--- src/rtl/vme_irq_pkg.sv ---
// -----------------------------------------------------------------------------
// vme_irq_pkg
// Shared definitions for the VME interrupter (vme_irq_ctrl):
//   - state_e     : IACK-cycle FSM states
//   - SYNC_DEPTH  : number of flops in every asynchronous-input synchroniser
//   - prio_t      : result of the priority encoder (valid + index)
//   - prio_enc()  : lowest-set-bit priority encoder, bit 0 = highest priority
// -----------------------------------------------------------------------------
package vme_irq_pkg;

  localparam int SYNC_DEPTH = 2;

  typedef enum logic [2:0] {
    ST_IDLE,
    ST_ARB,
    ST_RESPOND,
    ST_HOLD,
    ST_PASS,
    ST_WAIT_END
  } state_e;

  typedef struct packed {
    logic       valid;
    logic [2:0] idx;
  } prio_t;

  // Scans from the top down so the last hit, i.e. the lowest set bit, wins.
  function automatic prio_t prio_enc(input logic [7:0] req);
    prio_t res;
    res = '0;
    for (int i = 7; i >= 0; i--) begin
      if (req[i]) begin
        res.valid = 1'b1;
        res.idx   = 3'(i);
      end
    end
    return res;
  endfunction

endpackage

--- src/rtl/vme_irq_sync.sv ---
// -----------------------------------------------------------------------------
// vme_irq_sync
// Generic WIDTH-bit multi-flop synchroniser (depth SYNC_DEPTH). Each bit is
// synchronised independently; the flops reset to RESET_VAL so active-low
// inputs come out of reset in their inactive state.
// Ports:
//   clk_i   : destination clock
//   rst_ni  : asynchronous active-low reset
//   d_i     : asynchronous input bits
//   q_o     : synchronised output bits
// -----------------------------------------------------------------------------
module vme_irq_sync
  import vme_irq_pkg::*;
#(
  parameter int               WIDTH     = 1,
  parameter logic [WIDTH-1:0] RESET_VAL = '0
) (
  input  logic             clk_i,
  input  logic             rst_ni,
  input  logic [WIDTH-1:0] d_i,
  output logic [WIDTH-1:0] q_o
);

  logic [SYNC_DEPTH-1:0][WIDTH-1:0] stage_q;

  // NOTE: sequential state is updated with non-blocking assignments so every
  // flop samples the pre-edge value of its neighbour; blocking here would
  // collapse the chain into a single flop.
  always_ff @(posedge clk_i or negedge rst_ni) begin
    if (!rst_ni) begin
      stage_q <= {SYNC_DEPTH{RESET_VAL}};
    end else begin
      stage_q <= {stage_q[SYNC_DEPTH-2:0], d_i};
    end
  end

  assign q_o = stage_q[SYNC_DEPTH-1];

endmodule

--- src/rtl/vme_irq_ctrl.sv ---
// -----------------------------------------------------------------------------
// vme_irq_ctrl
// VME ROAK D08(O) interrupter. Latches falling edges of the local interrupt
// lines into PENDING, requests on IRQn while any enabled bit is pending, and
// answers IACK cycles on its own level with VECTOR_BASE + source index, or
// passes the IACK daisy chain onward.
// Ports:
//   CLOCK, RESETn : clock, asynchronous active-low reset
//   LINTIn        : local interrupts, active low, asynchronous
//   IRQ_MASK      : 1 = source may request
//   VME_ASn, DS0n, IACKn, IACKINn : VME strobes / daisy-chain in, asynchronous
//   ADDR_LVL      : A[3:1] during IACK, sampled when synced VME_ASn falls
//   IACKOUTn      : daisy-chain out
//   IRQn          : interrupt request, active low
//   VECTOR, VEC_OE: status/ID byte and its data-buffer drive enable
//   IRQ_DTACKn    : DTACK contribution, active low
//   PENDING       : latched pending bits
// -----------------------------------------------------------------------------
module vme_irq_ctrl
  import vme_irq_pkg::*;
#(
  parameter int         NUM_SRC     = 8,
  parameter int         IRQ_LEVEL   = 1,
  parameter logic [7:0] VECTOR_BASE = 8'h40,
  parameter int         DTACK_DLY   = 2
) (
  input  logic               CLOCK,
  input  logic               RESETn,
  input  logic [NUM_SRC-1:0] LINTIn,
  input  logic [NUM_SRC-1:0] IRQ_MASK,
  input  logic               VME_ASn,
  input  logic               DS0n,
  input  logic               IACKn,
  input  logic               IACKINn,
  input  logic [2:0]         ADDR_LVL,
  output logic               IACKOUTn,
  output logic               IRQn,
  output logic [7:0]         VECTOR,
  output logic               VEC_OE,
  output logic               IRQ_DTACKn,
  output logic [NUM_SRC-1:0] PENDING
);

  localparam int                CNT_W    = (DTACK_DLY > 1) ? $clog2(DTACK_DLY) : 1;
  localparam logic [CNT_W-1:0]  CNT_LAST = CNT_W'(DTACK_DLY - 1);

  // Synchronised inputs
  logic [NUM_SRC-1:0] lint_s;
  logic               as_s, ds_s, iack_s, iackin_s;

  vme_irq_sync #(.WIDTH(NUM_SRC), .RESET_VAL({NUM_SRC{1'b1}})) u_sync_lint (
    .clk_i  (CLOCK),
    .rst_ni (RESETn),
    .d_i    (LINTIn),
    .q_o    (lint_s)
  );

  vme_irq_sync #(.WIDTH(4), .RESET_VAL(4'hF)) u_sync_vme (
    .clk_i  (CLOCK),
    .rst_ni (RESETn),
    .d_i    ({VME_ASn, DS0n, IACKn, IACKINn}),
    .q_o    ({as_s, ds_s, iack_s, iackin_s})
  );

  state_e             state_q, state_d;
  logic [NUM_SRC-1:0] lint_prev_q;
  logic [NUM_SRC-1:0] pending_q, pending_d;
  logic               irq_n_q;
  logic               as_prev_q;
  logic [2:0]         lvl_q;
  logic               req_q;
  logic [2:0]         sel_q, sel_d;
  logic [CNT_W-1:0]   cnt_q, cnt_d;
  logic               ack_clr;
  logic [7:0]         clr8;
  prio_t              prio_m, prio_p;

  // Enabled-and-pending sources first; if the mask was cleared after the
  // request was latched, fall back to the lowest pending bit.
  assign prio_m = prio_enc(8'(pending_q & IRQ_MASK));
  assign prio_p = prio_enc(8'(pending_q));

  // NOTE: every signal written in an always_comb gets a default first, so no
  // path through the case statement can leave it unassigned and infer a latch.
  always_comb begin
    state_d = state_q;
    sel_d   = sel_q;
    cnt_d   = cnt_q;
    ack_clr = 1'b0;
    unique case (state_q)
      ST_IDLE: begin
        if (!iack_s && !as_s && !ds_s) state_d = ST_ARB;
      end
      ST_ARB: begin
        state_d = ST_PASS;
        cnt_d   = '0;
        if (lvl_q == 3'(IRQ_LEVEL) && req_q) begin
          if (prio_m.valid) begin
            sel_d   = prio_m.idx;
            state_d = ST_RESPOND;
          end else if (prio_p.valid) begin
            sel_d   = prio_p.idx;
            state_d = ST_RESPOND;
          end
        end
      end
      ST_RESPOND: begin
        if (as_s)                   state_d = ST_IDLE;   // aborted cycle
        else if (cnt_q == CNT_LAST) state_d = ST_HOLD;
        else                        cnt_d   = cnt_q + 1'b1;
      end
      ST_HOLD: begin
        // A data-strobe release completes the acknowledge even if the address
        // strobe rises in the same cycle; AS alone means the master aborted.
        if (ds_s) begin
          ack_clr = 1'b1;
          state_d = ST_WAIT_END;
        end else if (as_s) begin
          state_d = ST_IDLE;
        end
      end
      ST_PASS: begin
        if (as_s) state_d = ST_WAIT_END;
      end
      ST_WAIT_END: begin
        if (as_s && iack_s) state_d = ST_IDLE;
      end
      default: state_d = ST_IDLE;
    endcase
  end

  // Set (new falling edge) wins over the acknowledge clear.
  assign clr8      = ack_clr ? (8'h01 << sel_q) : 8'h00;
  assign pending_d = (pending_q & ~clr8[NUM_SRC-1:0]) | (lint_prev_q & ~lint_s);

  always_ff @(posedge CLOCK or negedge RESETn) begin
    if (!RESETn) begin
      state_q     <= ST_IDLE;
      lint_prev_q <= '1;
      pending_q   <= '0;
      irq_n_q     <= 1'b1;
      as_prev_q   <= 1'b1;
      lvl_q       <= '0;
      req_q       <= 1'b0;
      sel_q       <= '0;
      cnt_q       <= '0;
    end else begin
      state_q     <= state_d;
      lint_prev_q <= lint_s;
      pending_q   <= pending_d;
      irq_n_q     <= ~|(pending_q & IRQ_MASK);
      as_prev_q   <= as_s;
      sel_q       <= sel_d;
      cnt_q       <= cnt_d;
      // ADDR_LVL is stable on the bus by the time the synced strobe falls;
      // the request decision is frozen here so a later mask change can't
      // withdraw it mid-cycle.
      if (as_prev_q && !as_s) begin
        lvl_q <= ADDR_LVL;
        req_q <= ~irq_n_q;
      end
    end
  end

  assign VEC_OE     = (state_q == ST_RESPOND) || (state_q == ST_HOLD);
  assign VECTOR     = VEC_OE ? (VECTOR_BASE + {5'b0, sel_q}) : 8'h00;
  assign IRQ_DTACKn = (state_q != ST_HOLD);
  assign IACKOUTn   = (state_q == ST_PASS) ? iackin_s : 1'b1;
  assign IRQn       = irq_n_q;
  assign PENDING    = pending_q;

endmodule

--- config.mk ---
export PLATFORM = sky130hd
export DESIGN_NAME = vme_irq_ctrl
export DESIGN_NICKNAME = d
export VERILOG_FILES = /design/src/rtl/vme_irq_pkg.sv /design/src/rtl/vme_irq_sync.sv /design/src/rtl/vme_irq_ctrl.sv
export SDC_FILE = /design/constraint.sdc
export NUM_CORES = 1
export LEC_CHECK = 0
export BUFFER_PORTS_ARGS = -buffer_cell sky130_fd_sc_hd__buf_4
export CORE_ASPECT_RATIO = 0.8
export CORE_MARGIN = 3
export CORE_UTILIZATION = 43
export CTS_CLUSTER_DIAMETER = 150
export CTS_CLUSTER_SIZE = 12
export DETAILED_ROUTE_END_ITERATION = 8
export GPL_ROUTABILITY_DRIVEN = 0
export HOLD_SLACK_MARGIN = 0.12
export PLACE_DENSITY = 0.7
export SYNTH_ARGS = -nofsm -noshare
export SYNTH_HDL_FRONTEND = slang
export SYNTH_SLANG_ARGS = --single-unit
--- constraint.sdc ---
create_clock -name CLOCK -period 3.05 [get_ports CLOCK]
set_clock_uncertainty 0.1 [all_clocks]
set_input_delay 0.7625 -clock CLOCK [delete_from_list [all_inputs] [get_ports CLOCK]]
set_output_delay 0.7625 -clock CLOCK [all_outputs]
set_load 0.05 [all_outputs]
==> metrics.csv <==
stage;metric;value;unit
critical_path;critPathMaxStageDelay;510;ps
timing;setup_ws;518;ps
die;core-area;0.00436;sq mm
yosys;synthFlopType;dfstp_2;
clocking;holdBufCountCts;0;
clocking;path_clk_slew;90;ps
timing;maxSlewViolCount;0;
pwr;leakagePower;0.00104;uW
critical_path;crit_chain;nor2b_1 -> and2_1 -> buf_4;
critical_path;critPathLaunchType;flop;
run;maxCapViolCount;0;
routing;drt_iter0_drc;90;
routing;routed_via_density;5.13;
clocking;cts_tree;built;
yosys;async_flop_share;100;%
grt;grt_pass1_wl;6040;um
critical_path;arrival;1670;ps
pwr;p_total;1520;uW
yosys;yosys.cell_types.count;36;
placed_design;place_ws;882;ps
die;pin_count;45;
clocking;postCtsSetupBuffers;0;
grt;grt.total_usage;14.2;%
clocking;cts_buffers;5;
cells_and_area;mostFrequentLayoutCells;40 x buf_4, 34 x dfstp_2, 19 x dfrtp_1, 15 x o21ai_1, 13 x nand2_1;
yosys;syn_inst;162;
placed_design;portBuffers;40;
timing;tightest_slew;600;ps
grt;grt_max_degree;54;
routing;drcViolationCount;0;
clocking;htree_levels;2;
clocking;cts_resized;0;
clocking;numClockSinks;53;
routing;ant_nets;0;
yosys;synth_seq_cells;53;
yosys;synth_top_area_cell;dfstp_2;
critical_path;cpMaxStageDelayCell;nor2b_1;
critical_path;crit_required;2190;ps
routing;routedWlPerCell;13.8;um
placed_design;dpl.hpwl;2680;um
critical_path;critPathCaptureType;primary output;
routing;dr.pass1.iters;4;
yosys;yosysSeqAreaShare;67.8;%
die;rows;21;
clocking;cts-root-buf;clkbuf_8;
cells_and_area;stdcell_count;263;
timing;hold_viol;0;
cells_and_area;finalNetCount;230;
critical_path;crit_family;simple AND/OR/NAND/NOR gates;
yosys;synth_area;0.00202;sq mm
die;die_y;67.3;um
timing;period_share;83.0;%
grt;antenna_found_initial;0;
cells_and_area;diodes;0;
grt;grt_pass1_vias;1380;
cells_and_area;n_fill_cell;376;
timing;setup_violations;0;
pwr;ir_drop;0.367;mV
yosys;synth_edf_count;0;
outcome;outcome;finished, final reports clean;
routing;vias;1350;
timing;fin_setup_tns;0;ps
critical_path;path_class;reg2out;
clocking;clk_latency;300;ps
timing;fmax;395;MHz
cells_and_area;drive_gt1_share;43.2;%
timing;maxSlewHeadroom;60.0;%
timing;fin_crit;2530;ps
critical_path;crit_path_max_fanout;10;
yosys;syn-mean-instance-area;12.5;sq um
min_path;holdCritPathClass;reg2reg;
die;die-width;82.6;um
routing;wl;3630;um
die;dieArea;0.00556;sq mm
die;start_util;46.3;%
cells_and_area;layout_commonest_cell;buf_4;
clocking;cts_buffer_depth;2;
yosys;synth_top_area_share;44.3;%
critical_path;cp_num_buf_inv;1;
pwr;power_density;619;mW/mm^2
grt;overflow;0;
cells_and_area;area_growth;21.6;%
timing;rsz0062_at_grt;false;
yosys;synthTopCellsByArea;dfstp_2 44%, dfrtp_1 24%, o21ai_1 3.7%;
placed_design;dp.cells;255;
yosys;yosysWarnings;0;
==> cell families (layout without fill, tap and decap cells) <==
group                  after synthesis  count (layout)  share of synthesized area (%)
flip-flops                          53              53                           67.8
AO/OA/AOI/OAI                       45              45                           14.4
AND/OR/NAND/NOR                     44              44                           12.0
buffers and inverters               16              57                           3.97
multiplexers                         3               3                           1.67
other                                1               4                          0.186
==> Yosys cell counts (2+ instances only) <==
cell / n
a211oi_1: 3
a21oi_1: 9
a221o_1: 3
a22oi_1: 2
a32o_1: 2
and2_1: 3
buf_4: 5
dfrtp_1: 19
dfstp_2: 34
inv_1: 9
mux2_2: 3
nand2_1: 13
nand2b_1: 5
nor2_1: 8
nor2b_1: 4
nor4_1: 2
o21ai_0: 2
o21ai_1: 15
o31ai_1: 4
==> registers in the layout, indices dropped and copies added, names as in the netlist <==
name                 flops
lint_prev_q              8
sel_q                    3
PENDING                  8
lvl_q                    3
cnt_q                    1
state_q                  3
u_sync_vme.stage_q       4
IRQn                     1
as_prev_q                1
u_sync_lint.q_o          8
u_sync_lint.stage_q      8
req_q                    1
u_sync_vme.q_o           4
==> power breakdown <==
| group | internal [uW] | leakage [uW] | switching, uW | total [uW] |
|---|---|---|---|---|
| clock | 189 | 0.0000518 | 222 | 410 |
| combinational | 100 | 0.000427 | 125 | 225 |
| sequential | 790 | 0.000558 | 92.5 | 883 |
| total | 1080 | 0.00104 | 439 | 1520 |
==> final cells by class <==
type                       count  area, sq um  area share (%)
sequential                    53         1370            55.8
clock buffer                   6         82.6            3.36
timing repair buffer          40          300            12.2
tap                           57         71.3            2.91
clock inverter                 2         17.5           0.714
inverter                       9         33.8            1.38
multi-input combinational     96          581            23.6
==> path summary, 6_finish.rpt <==
path | from | end | slack [ps] | depth (start not counted)
worst max-delay path | state_q[1] | VECTOR[0] | 520 | 3
worst min-delay path | u_sync_lint.stage_q[0] | u_sync_lint.q_o[0] | 260 | 0
worst max register to register | PENDING[4] | sel_q[0] | 1180 | 5
worst min register to register | u_sync_lint.stage_q[0] | u_sync_lint.q_o[0] | 260 | 0
max in group asynchronous | RESETn | lvl_q[0] | 2080 | 1
min in group asynchronous | RESETn | PENDING[7] | 370 | 1
==> per-stage QoR <==
step / area [sq um] / hold WS [ps] / util [%]
2_1_floorplan: 2030 / 245 / -
3_3_place_gp: 2350 / 245 / 54.0
3_5_place_dp: 2350 / 247 / 54.0
4_1_cts: 2450 / 261 / 56.3
5_1_grt: 2450 / 264 / 56.3
6_report: 2450 / 260 / 56.3
==> worst register-to-register path, cell delays in order, from the launching register on <==
cell and delay [ps]:
dfrtp_1 480, nor4_1 460, a211oi_2 150, nand3b_2 180, nor3_1 80, a221o_1 310
==> metal layers <==
layer,share of wire (%),global-route usage [%],routed length (um)
met1,42,16.9,1510
met2,50,25.2,1830
met3,6.4,4.13,233
met4,1.5,4.08,55
met5,0,0,0
(Power assumes the default switching activity.)
